## src/rtl/bus_gate_arbiter.sv

```systemverilog
// Round-robin owner sequencer for a shared tristate bus: registered one-hot gate
// enables, programmable all-off turnaround between owners and optional hold timeout.
module bus_gate_arbiter #(
   parameter int N           = 4,
   parameter int TURN_CYCLES = 1,
   parameter int MAX_HOLD    = 0
) (
   input  logic                 clk,
   input  logic                 rst_l,
   input  logic [N-1:0]         req_h,
   output logic [N-1:0]         gate_en_h,
   output logic [$clog2(N)-1:0] grant_id,
   output logic                 busy_h,
   output logic                 preempt_h
);

   localparam int IW = $clog2(N);
   localparam int HW = (MAX_HOLD < 2) ? 1 : $clog2(MAX_HOLD + 1);
   localparam int TW = (TURN_CYCLES < 2) ? 1 : $clog2(TURN_CYCLES);
   localparam logic [HW-1:0] HOLD_MAX  = HW'(MAX_HOLD);
   localparam logic [TW-1:0] TURN_LAST = TW'((TURN_CYCLES > 0) ? TURN_CYCLES - 1 : 0);

   typedef enum logic [1:0] {
      ST_IDLE = 2'd0,
      ST_OWN  = 2'd1,
      ST_TURN = 2'd2
   } state_t;

   state_t        state_q, state_d;
   logic [N-1:0]  gate_d;
   logic [IW-1:0] id_d;
   logic [IW-1:0] ptr_q, ptr_d;
   logic [HW-1:0] hold_q, hold_d;
   logic [TW-1:0] turn_q, turn_d;
   logic          pre_d;

   logic [IW-1:0] win_id;
   logic [N-1:0]  win_oh;
   logic          win_ok;
   logic [IW-1:0] win_next;

   // First requester at or after the round-robin pointer, wrapping mod N.
   always_comb begin
      logic [IW:0] sum;
      logic [IW-1:0] cand;
      win_id = '0;
      win_ok = 1'b0;
      sum    = '0;
      cand   = '0;
      for (int i = 0; i < N; i++) begin
         sum = {1'b0, ptr_q} + (IW+1)'(i);
         if (sum >= (IW+1)'(N)) sum = sum - (IW+1)'(N);
         cand = sum[IW-1:0];
         if (!win_ok && req_h[cand]) begin
            win_ok = 1'b1;
            win_id = cand;
         end
      end
   end

   always_comb begin
      win_oh         = '0;
      win_oh[win_id] = 1'b1;
      win_next       = (win_id == IW'(N - 1)) ? '0 : win_id + IW'(1);
   end

   // While owning, gate_en_h is exactly the owner's one-hot mask.
   logic [N-1:0] others;
   logic         owner_req;
   logic         timeout;

   always_comb begin
      others    = req_h & ~gate_en_h;
      owner_req = |(req_h & gate_en_h);
      timeout   = (MAX_HOLD != 0) && (hold_q == HOLD_MAX) && owner_req && (|others);
   end

   always_comb begin
      logic grant;
      state_d = state_q;
      gate_d  = gate_en_h;
      id_d    = grant_id;
      ptr_d   = ptr_q;
      hold_d  = hold_q;
      turn_d  = turn_q;
      pre_d   = 1'b0;
      grant   = 1'b0;

      case (state_q)
         ST_IDLE: begin
            if (win_ok) grant = 1'b1;
         end
         ST_OWN: begin
            if (owner_req && !timeout) begin
               if ((MAX_HOLD != 0) && (hold_q != HOLD_MAX)) hold_d = hold_q + HW'(1);
            end else begin
               pre_d  = timeout;
               gate_d = '0;
               if (others == '0) begin
                  state_d = ST_IDLE;
               end else if (TURN_CYCLES == 0) begin
                  grant = 1'b1;
               end else begin
                  state_d = ST_TURN;
                  turn_d  = TURN_LAST;
               end
            end
         end
         ST_TURN: begin
            if (turn_q != '0) begin
               turn_d = turn_q - TW'(1);
            end else if (win_ok) begin
               grant = 1'b1;
            end else begin
               state_d = ST_IDLE;
            end
         end
         default: begin
            state_d = ST_IDLE;
            gate_d  = '0;
         end
      endcase

      if (grant) begin
         state_d = ST_OWN;
         gate_d  = win_oh;
         id_d    = win_id;
         ptr_d   = win_next;
         hold_d  = HW'(1);
      end
   end

   always_ff @(posedge clk or negedge rst_l) begin
      if (!rst_l) begin
         state_q   <= ST_IDLE;
         gate_en_h <= '0;
         grant_id  <= '0;
         ptr_q     <= '0;
         hold_q    <= '0;
         turn_q    <= '0;
         preempt_h <= 1'b0;
      end else begin
         state_q   <= state_d;
         gate_en_h <= gate_d;
         grant_id  <= id_d;
         ptr_q     <= ptr_d;
         hold_q    <= hold_d;
         turn_q    <= turn_d;
         preempt_h <= pre_d;
      end
   end

   assign busy_h = |gate_en_h;

endmodule

```

## config.mk

```make
export PLATFORM = sky130hd
export DESIGN_NAME = bus_gate_arbiter
export DESIGN_NICKNAME = d
export VERILOG_FILES = /design/src/rtl/bus_gate_arbiter.sv
export SDC_FILE = /design/constraint.sdc
export NUM_CORES = 1
export LEC_CHECK = 0
export ABC_AREA = 1
export CAP_MARGIN = 15
export CELL_PAD_IN_SITES_DETAIL_PLACEMENT = 0
export CELL_PAD_IN_SITES_GLOBAL_PLACEMENT = 1
export CORE_MARGIN = 5
export CORE_UTILIZATION = 35
export CTS_BUF_LIST = sky130_fd_sc_hd__clkbuf_2 sky130_fd_sc_hd__clkbuf_4 sky130_fd_sc_hd__clkbuf_8
export DETAILED_ROUTE_END_ITERATION = 8
export GPL_ROUTABILITY_DRIVEN = 0
export PLACE_DENSITY = 0.7
export SETUP_SLACK_MARGIN = 0.05
export SLEW_MARGIN = 5
export SYNTH_ARGS = -nofsm -noshare
export SYNTH_HDL_FRONTEND = slang
export SYNTH_SLANG_ARGS = --single-unit
```

## constraint.sdc

```tcl
create_clock -name clk -period 3 [get_ports clk]
set_input_delay 0.6 -clock clk [delete_from_list [all_inputs] [get_ports clk]]
set_output_delay 0.6 -clock clk [all_outputs]
set_load 0.1 [all_outputs]
```

Word level (Yosys, flattened, before mapping):

Index checks and enable logic that the tools add are counted.

* add/subtract/negate cells: 9
* order comparisons: 10
* equal/unequal tests: 10
* muxes and demuxes: 39
* bitwise operators: 3
* reductions and logical operators: 16

Operators with widths (count)
* $mux 2: 14
* $lt 2x3->1 const B: 5
* $mux 1: 14
* $ge 3x3->1 const B: 3
* $ne 3x3->1 const B: 3
* $and 4x4->4: 2
* $bmux 1 s2: 4
* $mux 4: 2
* $pmux 4 s2: 1
* $reduce_or 4->1: 2
* $sub 2x1->2 const B: 4
* $add 2x2->3 const B: 2
* $ne 2x2->1 const B: 3
* $pmux 2 s3: 1
* $eq 2x2->1 const B: 2
* $logic_and 1x1->1: 4
* $logic_not 4->1: 1
* $not 4->4: 1
* $pmux 1 s2: 2
* $reduce_and 4->1: 1
* $add 2x1->3 const B: 1
* $ge 2x3->1 const B: 1
* $logic_not 1->1: 3
* $reduce_and 3->1: 1
* 10 further kinds: 10

* bits in registers: 11
* bits of input ports: 6
* output and inout bits: 8
* word-level logic and storage cells: 92

Depth between registers and ports, before layout:

Gate-level depths: netlist of the first run.

* depth after elaboration: 19
* mapped depth: 13
* mapped depth without buffers: 13

Worst setup path before layout of the first run:

No wires, ideal clock.

* kind: register to output
* start point: reg gate_en_h[3]
* end point: out busy_h
* arrival time: 1.881 ns
* data required time: 2.400 ns
* setup slack: 0.519 ns
* stages on the path, launching flop included: 3
* path buffers: 0
* path through: dfrtp_1 > inv_1 > nand4_1

* word-level cells in the longest chain between the ends: 1

Ends and longest elaborated chain
* from (decl): line 11 `output logic [N-1:0] gate_en_h,`
* from (signal assigned): line 144 `gate_en_h <= gate_d;`
* $reduce_or 4->1: line 153 `assign busy_h = |gate_en_h;`
* to (decl): line 13 `output logic busy_h,`

Every way passes these cells.

Worst setup path after layout of the first run:

* start point: in req_h[1]
* end point: reg ptr_q[1]

* elaborated cells between the ends (all ways): 28
* those cells by class: add/sub: 1; eq/ne: 1; mux: 20; reduce/logical: 6

RTL lines
* from (decl): line 10 `input logic [N-1:0] req_h,`
* $bmux 1 s2: line 54 `if (!win_ok && req_h[cand]) begin`
* $mux 1 (not written as such): line 54
* $mux 1: line 54
* $logic_not 1->1: line 54
* $logic_and 1x1->1: line 54
* $mux 1: line 54
* $logic_not 1->1: line 54
* $logic_and 1x1->1: line 54
* $mux 1: line 54
* $logic_not 1->1: line 54
* $logic_and 1x1->1: line 54
* $mux 2 (*): line 54
* net win_id[1]: line 37 `logic [IW-1:0] win_id;`
* $add 2x1->2 or $eq 2x2->1 (tied branches): line 64 `win_next = (win_id == IW'(N - 1)) ? '0 : win_id + IW'(1);`
* $mux 2 (*): line 64
* net win_next[1]: line 40 `logic [IW-1:0] win_next;`
* to (signal assigned): line 146 `ptr_q <= ptr_d;`
* to (decl): line 32 `logic [IW-1:0] ptr_q, ptr_d;`

Mark *: on every way through the listed nets, which the timed path passes. The rest lies on a longest branch. The select of a mux whose other input is x is not followed.
A chain may end at the register's enable or synchronous reset.

==> results.txt, run 1 <==
initial drt markers - 12
internal reg-to-reg setup slack - 0.94 ns
DP HPWL - 1560 um
initial antenna violation count - 0
drt drc - 0
Worst EP arrival - 2.36 ns
Worst setup endpoint - ptr_q[1]$_DFFE_PN0P_
pin count of the biggest net entering global routing - 12
nature of the critical path endpoint - flop
Fin. Hold Viols - 0
worst setup path class - input port to flop
Worst Path Required - 3.16 ns
FF-to-FF Start - ptr_q[0]$_DFFE_PN0P_
Die W - 59.4 um
Yosys cell types - 23
Die H - 59.4 um
Setup Skew - 0.00285 ns
placed insts - 153
post-cts resize count - 0
Post-Syn Instances - 115
Hold Worst Slack - 0.504 ns
total CTS buffers - 3
fraction of layout cells with a size suffix above 1 - 27.9%
synth warn - 0
later-pin clock latency in the skew report - 0.26 ns
Area Overhead vs Synth - 18.2%
Port Buffers - 12
Tmin final - 2.20 ns
Slew Limit Fails - 0
fin cells - 157
Reg clk slew, reported paths - 0.07 ns
Rows - 17
first-pass GRT wire length - 3230 um
clk root buf - clkbuf_4
status - completed
Worst R2R Path Depth - 12
Core ar. - 0.00228 mm^2
worst slack at placement - 0.526 ns
commonest non-fill, non-tap cell in the layout - nand2_1
GRT Util Overall - 12.3%
type of the worst min-delay path - flop to flop
CTS tree - built
nets - 140
unrepaired setup endpoints after global routing - no
Max Freq - 0.454 GHz
Routed Antenna Nets - 0
Initial Util - 37.5%
area of the mapped netlist - 853 um^2
via count - 735
Hold Buf Count CTS - 0
Tcrit/Tclk final - 73.4%
Die Area - 0.00353 mm^2
H-tree depth - 1
n_diodes - 0
I/O pins - 14
routed len/inst - 12.2 um
final setup vio count - 0
drt first pass iters - 4
Net Count, Synth - 125
startpoint types - input port
post-synthesis sequential area ratio - 29.3%
Worst Setup SP - req_h[1]
vias in the first global route - 755
most frequent cells in the layout - nand2_1 (42), inv_1 (13), dfrtp_1 (10), buf_4 (7)
grt total ovfl - 0
syn_area_per_cell - 7.42 um^2
final worst slack - 0.799 ns
clock tree buffer depth - 2
number of max-cap violations - 0
Routed WL - 1920 um
#FFs+latches synth - 10
reg2reg end - ptr_q[1]$_DFFE_PN0P_
crit path max fanout - 4
clock sinks - 10
TNS Setup - 0 ns
Via density - 4.68
postcts setup bufs - 0
[logic make-up after synthesis]
logic type | after synthesis | share of synthesized area (%)
AND/OR/NAND/NOR | 70 | 45.2
buffers and inverters | 19 | 9.97
AO/OA/AOI/OAI | 11 | 9.24
flip-flops | 10 | 29.3
adder cells (fa/ha/maj) | 4 | 5.87
other | 1 | 0.439
[Yosys cell counts (all sizes together)]
master	instances	share of area [%]
o22ai	4	2.9
conb	1	0.44
nand2	53	29
nand4	2	1.5
nand3	11	10
inv	17	7.8
dfrtp	10	29
or2	1	0.73
o21ai	7	6.3
buf	2	2.2
nor2	3	3.2
ha	4	5.9
[per-layer routing]
metal | vias up | wire length, um | track usage (%)
li1 | 389 | - | -
met1 | 338 | 933 | 15.6
met2 | 6 | 927 | 20.4
met3 | 2 | 36 | 1.31
met4 | 0 | 17 | 5.83
met5 | - | 0 | 0
[worst max-delay path: stages]
cell and delay (ns):
clkdlybuf4s50_1 0.45, inv_1 0.11, nand2_1 0.09, nand3_2 0.11, nand2_2 0.09, nor2_8 0.14
nand4_1 0.15, nand2_1 0.15, inv_1 0.07, ha_1 0.28, nand2_2 0.07, o21ai_2 0.04
[layout make-up]
class,count,area (um^2)
Clock buffer,4,36.3
Fill cell,243,1270
Inverter,17,66.3
Multi-Input combinational cell,86,518
Sequential cell,10,250
Tap cell,28,35.0
Timing Repair Buffer,12,103
[through the flow]
stage / utilization [%] / instance area (um^2)
6_report: 44.3 / 1010
5_1_grt: 44.3 / 1010
4_1_cts: 44.3 / 1010
3_5_place_dp: 42.7 / 972
3_3_place_gp: 42.7 / 972
2_1_floorplan: - / 853
[worst min-delay path by stage]
stage	slack [ns]	end	cells after the start	startpoint
floorplan	0.30	gate_en_h[0]$_DFFE_PN0P_	0	rst_l
global placement	0.47	grant_id[1]$_DFFE_PN0P_	2	grant_id[1]$_DFFE_PN0P_
detailed placement	0.48	grant_id[1]$_DFFE_PN0P_	2	grant_id[1]$_DFFE_PN0P_
CTS	0.50	grant_id[1]$_DFFE_PN0P_	2	grant_id[1]$_DFFE_PN0P_
global route	0.54	grant_id[1]$_DFFE_PN0P_	2	grant_id[1]$_DFFE_PN0P_
finish	0.50	grant_id[1]$_DFFE_PN0P_	2	grant_id[1]$_DFFE_PN0P_
[state kept, by name (all words and copies together), names as in the netlist]
signal	count
gate_en_h	4
grant_id	2
state_q	2
ptr_q	2
Power of run 1 is not shown: default switching activity piles up to over one toggle a cycle in this logic, so the estimate is an artifact.
==> run 2, diff against run 1 <==
Settings changed: PLACE_DENSITY 0.7 to 0.73.
Clock period 3 ns to 1.8 ns, I/O delays scaled along.
==> run 2 against run 1 <==
  * The flow now finishes with violations (setup timing)
  * Critical endpoint is now gate_en_h[1]$_DFFE_PN0P_
  * Worst setup slack worse by 0.81 ns
  * Worst hold slack worse by 0.094 ns
  * Global-route usage increased by 2.0 points
  * Highest routed layer unchanged
  * Utilization rose by 19 points
  * Sequential cell count did not move
  * Non-clock buffer count is 31 higher
  * Critical path type unchanged
  * Clock skew decreased by 0.0022 ns
  * First-iteration DRC count grew to 4.4 times the previous value
  * Register-to-register slack lost 0.94 ns
  * Wire length increased by 21%
==> results.txt, run 2 (synthesis results as in run 1) <==
worst slack at placement - -0.376 ns
Stages on worst setup path - 13
I/O pins - 14
GRT Util Overall - 14.3%
area of the multi-input gates - 596 um^2
final setup vio count - 1
Filler cells - 181
clock tree buffer depth - 2
fraction of layout cells with a size suffix above 1 - 60.0%
violated checks - setup timing
Routed WL - 2310 um
Core ar. - 0.00228 mm^2
final worst slack - -0.00966 ns
Area Overhead vs Synth - 68.0%
type of the worst min-delay path - input port to asynchronous set/reset pin
total CTS buffers - 3
clock sinks - 10
Slew Limit Fails - 0
slowest stage cell, crit path - clkdlybuf4s50_1
Worst Setup SP - req_h[2]
startpoint types - input port
pin count of the biggest net entering global routing - 11
crit path max fanout - 4
vias in the first global route - 873
drt drc - 0
Setup Skew - 0.000618 ns
number of max-cap violations - 0
nature of the critical path endpoint - flop
Worst R2R Path Depth - 10
n_diodes - 0
Routed Antenna Nets - 0
CP Cell Sequence - clkdlybuf4s50_1 > inv_1 > nand2_2 > nand3_2 > nand2_4 > nor2_8 > nand3_2 > nand3_2 > nand2_2 > buf_4 > ha_1 > nand2_1 > nand2_1
Fin. Hold Viols - 0
Worst Path Required - 1.95 ns
initial drt markers - 53
reg2reg end - ptr_q[1]$_DFFE_PN0P_
DP HPWL - 1660 um
Die Area - 0.00353 mm^2
Worst Path Buf+Inv - 3
crit-path leading delay family - simple AND/OR/NAND/NOR gates
via count - 874
number of flip-flops in the largest register - 4
Most common cell on crit path - nand3_2
Port Buffers - 12
Design Area, Final - 0.00143 mm^2
internal reg-to-reg setup slack - 0 ns
Rows - 17
clk root buf - clkbuf_4
Reg clk slew, reported paths - 0.07 ns
routed len/inst - 12.3 um
Via density - 4.65
fin cells - 188
Die W - 59.4 um
H-tree depth - 1
worst setup path class - input port to flop
first-pass GRT wire length - 3730 um
status - finished with violations
most frequent cells in the layout - nand2_1 (32), buf_4 (29), nand2_2 (14), nand3_2 (9), inv_1 (8)
later-pin clock latency in the skew report - 0.26 ns
unrepaired setup endpoints after global routing - yes
Biggest register - gate_en_h
Tcrit/Tclk final - 101%
FF-to-FF Start - ptr_q[0]$_DFFE_PN0P_
register area - 268 um^2
drt first pass iters - 4
Max Freq - 0.553 GHz
placed insts - 172
dpl cell area - 0.00122 mm^2
Tmin final - 1.81 ns
Die H - 59.4 um
Worst EP arrival - 1.96 ns
initial antenna violation count - 0
grt total ovfl - 0
Hold Buf Count CTS - 0
Initial Util - 37.5%
delay of the slowest cell on the worst path - 0.42 ns
nets - 171
Worst setup endpoint - gate_en_h[1]$_DFFE_PN0P_
commonest non-fill, non-tap cell in the layout - nand2_1
CTS tree - built
[run 2: cell count changes in the layout (fill, tap and decap cells not counted), moves of 3 or more]
cell     change
nand3_2      +5
buf_4       +22
buf_12       +7
ha_1         -3
inv_1        -5
nand2_1     -10
dfrtp_1      -6
inv_2        +3
nand3_1      -5
nand2_2      +8
dfrtp_4      +4
[run 2: worst reg2reg max path, delay by kind of cell, from the launching register on]
kind,cells,cell delay (ns)
DFF,1,0.47
AOI/OAI and AO/OA,3,0.39
and+or+nand+nor,4,0.35
adders and majority gates,1,0.25
buffers and inverters,2,0.22
[run 2: layout make-up]
cell class	instances	area share (%)
sequential	10	18.7
tap	28	2.44
inverter	17	4.97
timing repair buffer	43	29.8
clock buffer	4	2.53
multi-input combinational	86	41.5
[run 2: worst min-delay path by stage]
stage / startpoint / to / cells past startpoint
6_report: rst_l / state_q[1]$_DFFE_PN0P_ / 1
5_1_grt: rst_l / grant_id[1]$_DFFE_PN0P_ / 1
4_1_cts: rst_l / state_q[1]$_DFFE_PN0P_ / 1
3_5_place_dp: state_q[1]$_DFFE_PN0P_ / state_q[1]$_DFFE_PN0P_ / 3
3_3_place_gp: state_q[1]$_DFFE_PN0P_ / state_q[1]$_DFFE_PN0P_ / 3
2_1_floorplan: rst_l / grant_id[0]$_DFFE_PN0P_ / 0
[run 2: through the flow]
| step | utilization (%) | setup TNS, ns | hold WS, ns |
|---|---|---|---|
| after floorplan | - | -0.171 | 0.0644 |
| after global placement | 53.5 | -1.83 | 0.503 |
| after detailed placement | 53.5 | -1.99 | 0.514 |
| after CTS | 60.3 | 0 | 0.422 |
| after global routing | 63.0 | -0.255 | 0.436 |
| final | 63.0 | -0.00966 | 0.410 |
[run 2: layer usage]
layer	track usage [%]	vias to the layer above	wire length (um)
met5	0	-	0
met4	6.15	0	40
met3	1.96	4	98
met2	24.2	23	1180
met1	17.8	398	998
li1	-	449	-
[run 2: repair_timing]
action                                 4_1_cts  5_1_grt
endpoints found under the hold margin        0        0
pin swaps                                    7        6
setup endpoints to repair                    5        6
setup buffers                                6        6
resized for setup                           25        6
gates cloned                                 0        0
Power of run 2 is left out for the same reason.
==> run 3, diff against run 2 <==
Settings changed: CAP_MARGIN 15 to 20, CORE_MARGIN 5 to 2.
==> run 3 against run 2 <==
  * The flow now finishes without violations
  * Count of clock-buffer cells in the layout stayed put
  * Critical path depth decreased by 1
  * First-iteration DRC count fell by 85%
  * Critical endpoint is now ptr_q[1]$_DFFE_PN0P_
  * Largest cell class unchanged
==> results.txt, run 3 (synthesis results as in run 1) <==
status - completed
via count - 845
Die H - 53.4 um
Die Area - 0.00285 mm^2
Area Overhead vs Synth - 69.4%
Worst Path Required - 1.96 ns
Initial Util - 37.8%
drt first pass iters - 4
DP HPWL - 1520 um
Tcrit/Tclk final - 98.5%
Rows - 17
number of max-cap violations - 0
I/O pins - 14
n_diodes - 0
H-tree depth - 1
CTS tree - built
commonest non-fill, non-tap cell in the layout - nand2_1
FF-to-FF Start - ptr_q[0]$_DFFE_PN0P_
Worst Setup SP - ptr_q[0]$_DFFE_PN0P_
clock tree buffer depth - 2
Setup Skew - 0.00234 ns
Via density - 4.64
clock sinks - 10
Hold Buf Count CTS - 0
fraction of layout cells with a size suffix above 1 - 58.4%
Worst EP arrival - 1.93 ns
number of flip-flops in the largest register - 4
initial antenna violation count - 0
crit path max fanout - 8
later-pin clock latency in the skew report - 0.26 ns
Hold Worst Slack - 0.399 ns
final setup vio count - 0
initial drt markers - 8
drt drc - 0
pin count of the biggest net entering global routing - 11
routed len/inst - 11.7 um
Routed Antenna Nets - 0
type of the worst min-delay path - input port to asynchronous set/reset pin
first-pass GRT wire length - 3490 um
TNS Setup - 0 ns
reg2reg end - ptr_q[1]$_DFFE_PN0P_
most frequent cells in the layout - nand2_1 (30), buf_4 (23), nand2_4 (13), nand2_2 (9), buf_12 (8)
worst setup path class - flop to flop
Routed WL - 2120 um
vias in the first global route - 829
startpoint types - flop
GRT Util Overall - 17.3%
Tmin final - 1.77 ns
internal reg-to-reg setup slack - 0.03 ns
Reg clk slew, reported paths - 0.07 ns
Die W - 53.4 um
Worst R2R Path Depth - 12
Slew Limit Fails - 0
Port Buffers - 12
clk root buf - clkbuf_4
unrepaired setup endpoints after global routing - yes
nets - 165
total CTS buffers - 3
Max Freq - 0.564 GHz
Fin. Hold Viols - 0
Core ar. - 0.00225 mm^2
grt total ovfl - 0
Biggest register - gate_en_h
nature of the critical path endpoint - flop
[run 3: cell count changes in the layout (fill, tap and decap cells not counted), moves of 2 or more]
cell,previous run,this run
clkdlybuf4s50_1,3,1
nand2_1,32,30
ha_2,2,0
buf_4,29,23
nand2_2,14,9
ha_1,1,3
nand3_2,9,7
nand2_4,7,13
[run 3: metrics by stage]
step                      setup WS [ns]  std cells  util [%]  instance area (um^2)
after floorplan                  -0.171        115         -                   868
after global placement           -0.355        169      53.6                  1210
after detailed placement         -0.385        169      53.6                  1210
after CTS                        0.0139        179      60.2                  1360
after global routing            -0.0925        182      64.1                  1450
final                            0.0262        182      64.1                  1450
[run 3: per-layer routing]
layer	up-vias	global-route usage, %	part of all wire (%)
li1	441	-	-
met1	391	21.6	46
met2	9	28.4	50
met3	4	1.69	1.5
met4	0	10.3	2.1
met5	-	0	0
[run 3: layout make-up]
cell class	instances	area [um^2]
inverters	17	71.3
fillers	214	810
flip-flops and latches	10	268
repair buffers	37	393
well taps	28	35.0
multi-input cells	86	642
clock buffers	4	36.3
[run 3: worst max-delay path by stage]
stage,endpoint,cells past startpoint
5_1_grt,gate_en_h[2]$_DFFE_PN0P_,13
4_1_cts,ptr_q[1]$_DFFE_PN0P_,12
3_5_place_dp,ptr_q[1]$_DFFE_PN0P_,13
2_1_floorplan,busy_h,2
6_report,ptr_q[1]$_DFFE_PN0P_,12
3_3_place_gp,ptr_q[1]$_DFFE_PN0P_,13
[run 3: worst max-delay path, stage by stage, from the launching register on]
cell and delay [ns]:
dfrtp_2 0.44, buf_12 0.16, nand2_4 0.06, nand2_4 0.06, nand2_4 0.08, nand2_4 0.06, nor2_8 0.10, nand4_1 0.15
nand2_2 0.13, inv_2 0.06, ha_4 0.24, nand2_2 0.05, o21ai_2 0.05
[run 3: what timing repair did]
| item | 4_1_cts | 5_1_grt |
|---|---|---|
| gates resized for setup | 21 | 20 |
| setup buffers | 6 | 3 |
| setup endpoints to repair | 5 | 7 |
| pin swaps | 15 | 15 |
| hold endpoints to repair | 0 | 0 |
Power of run 3 is left out for the same reason.
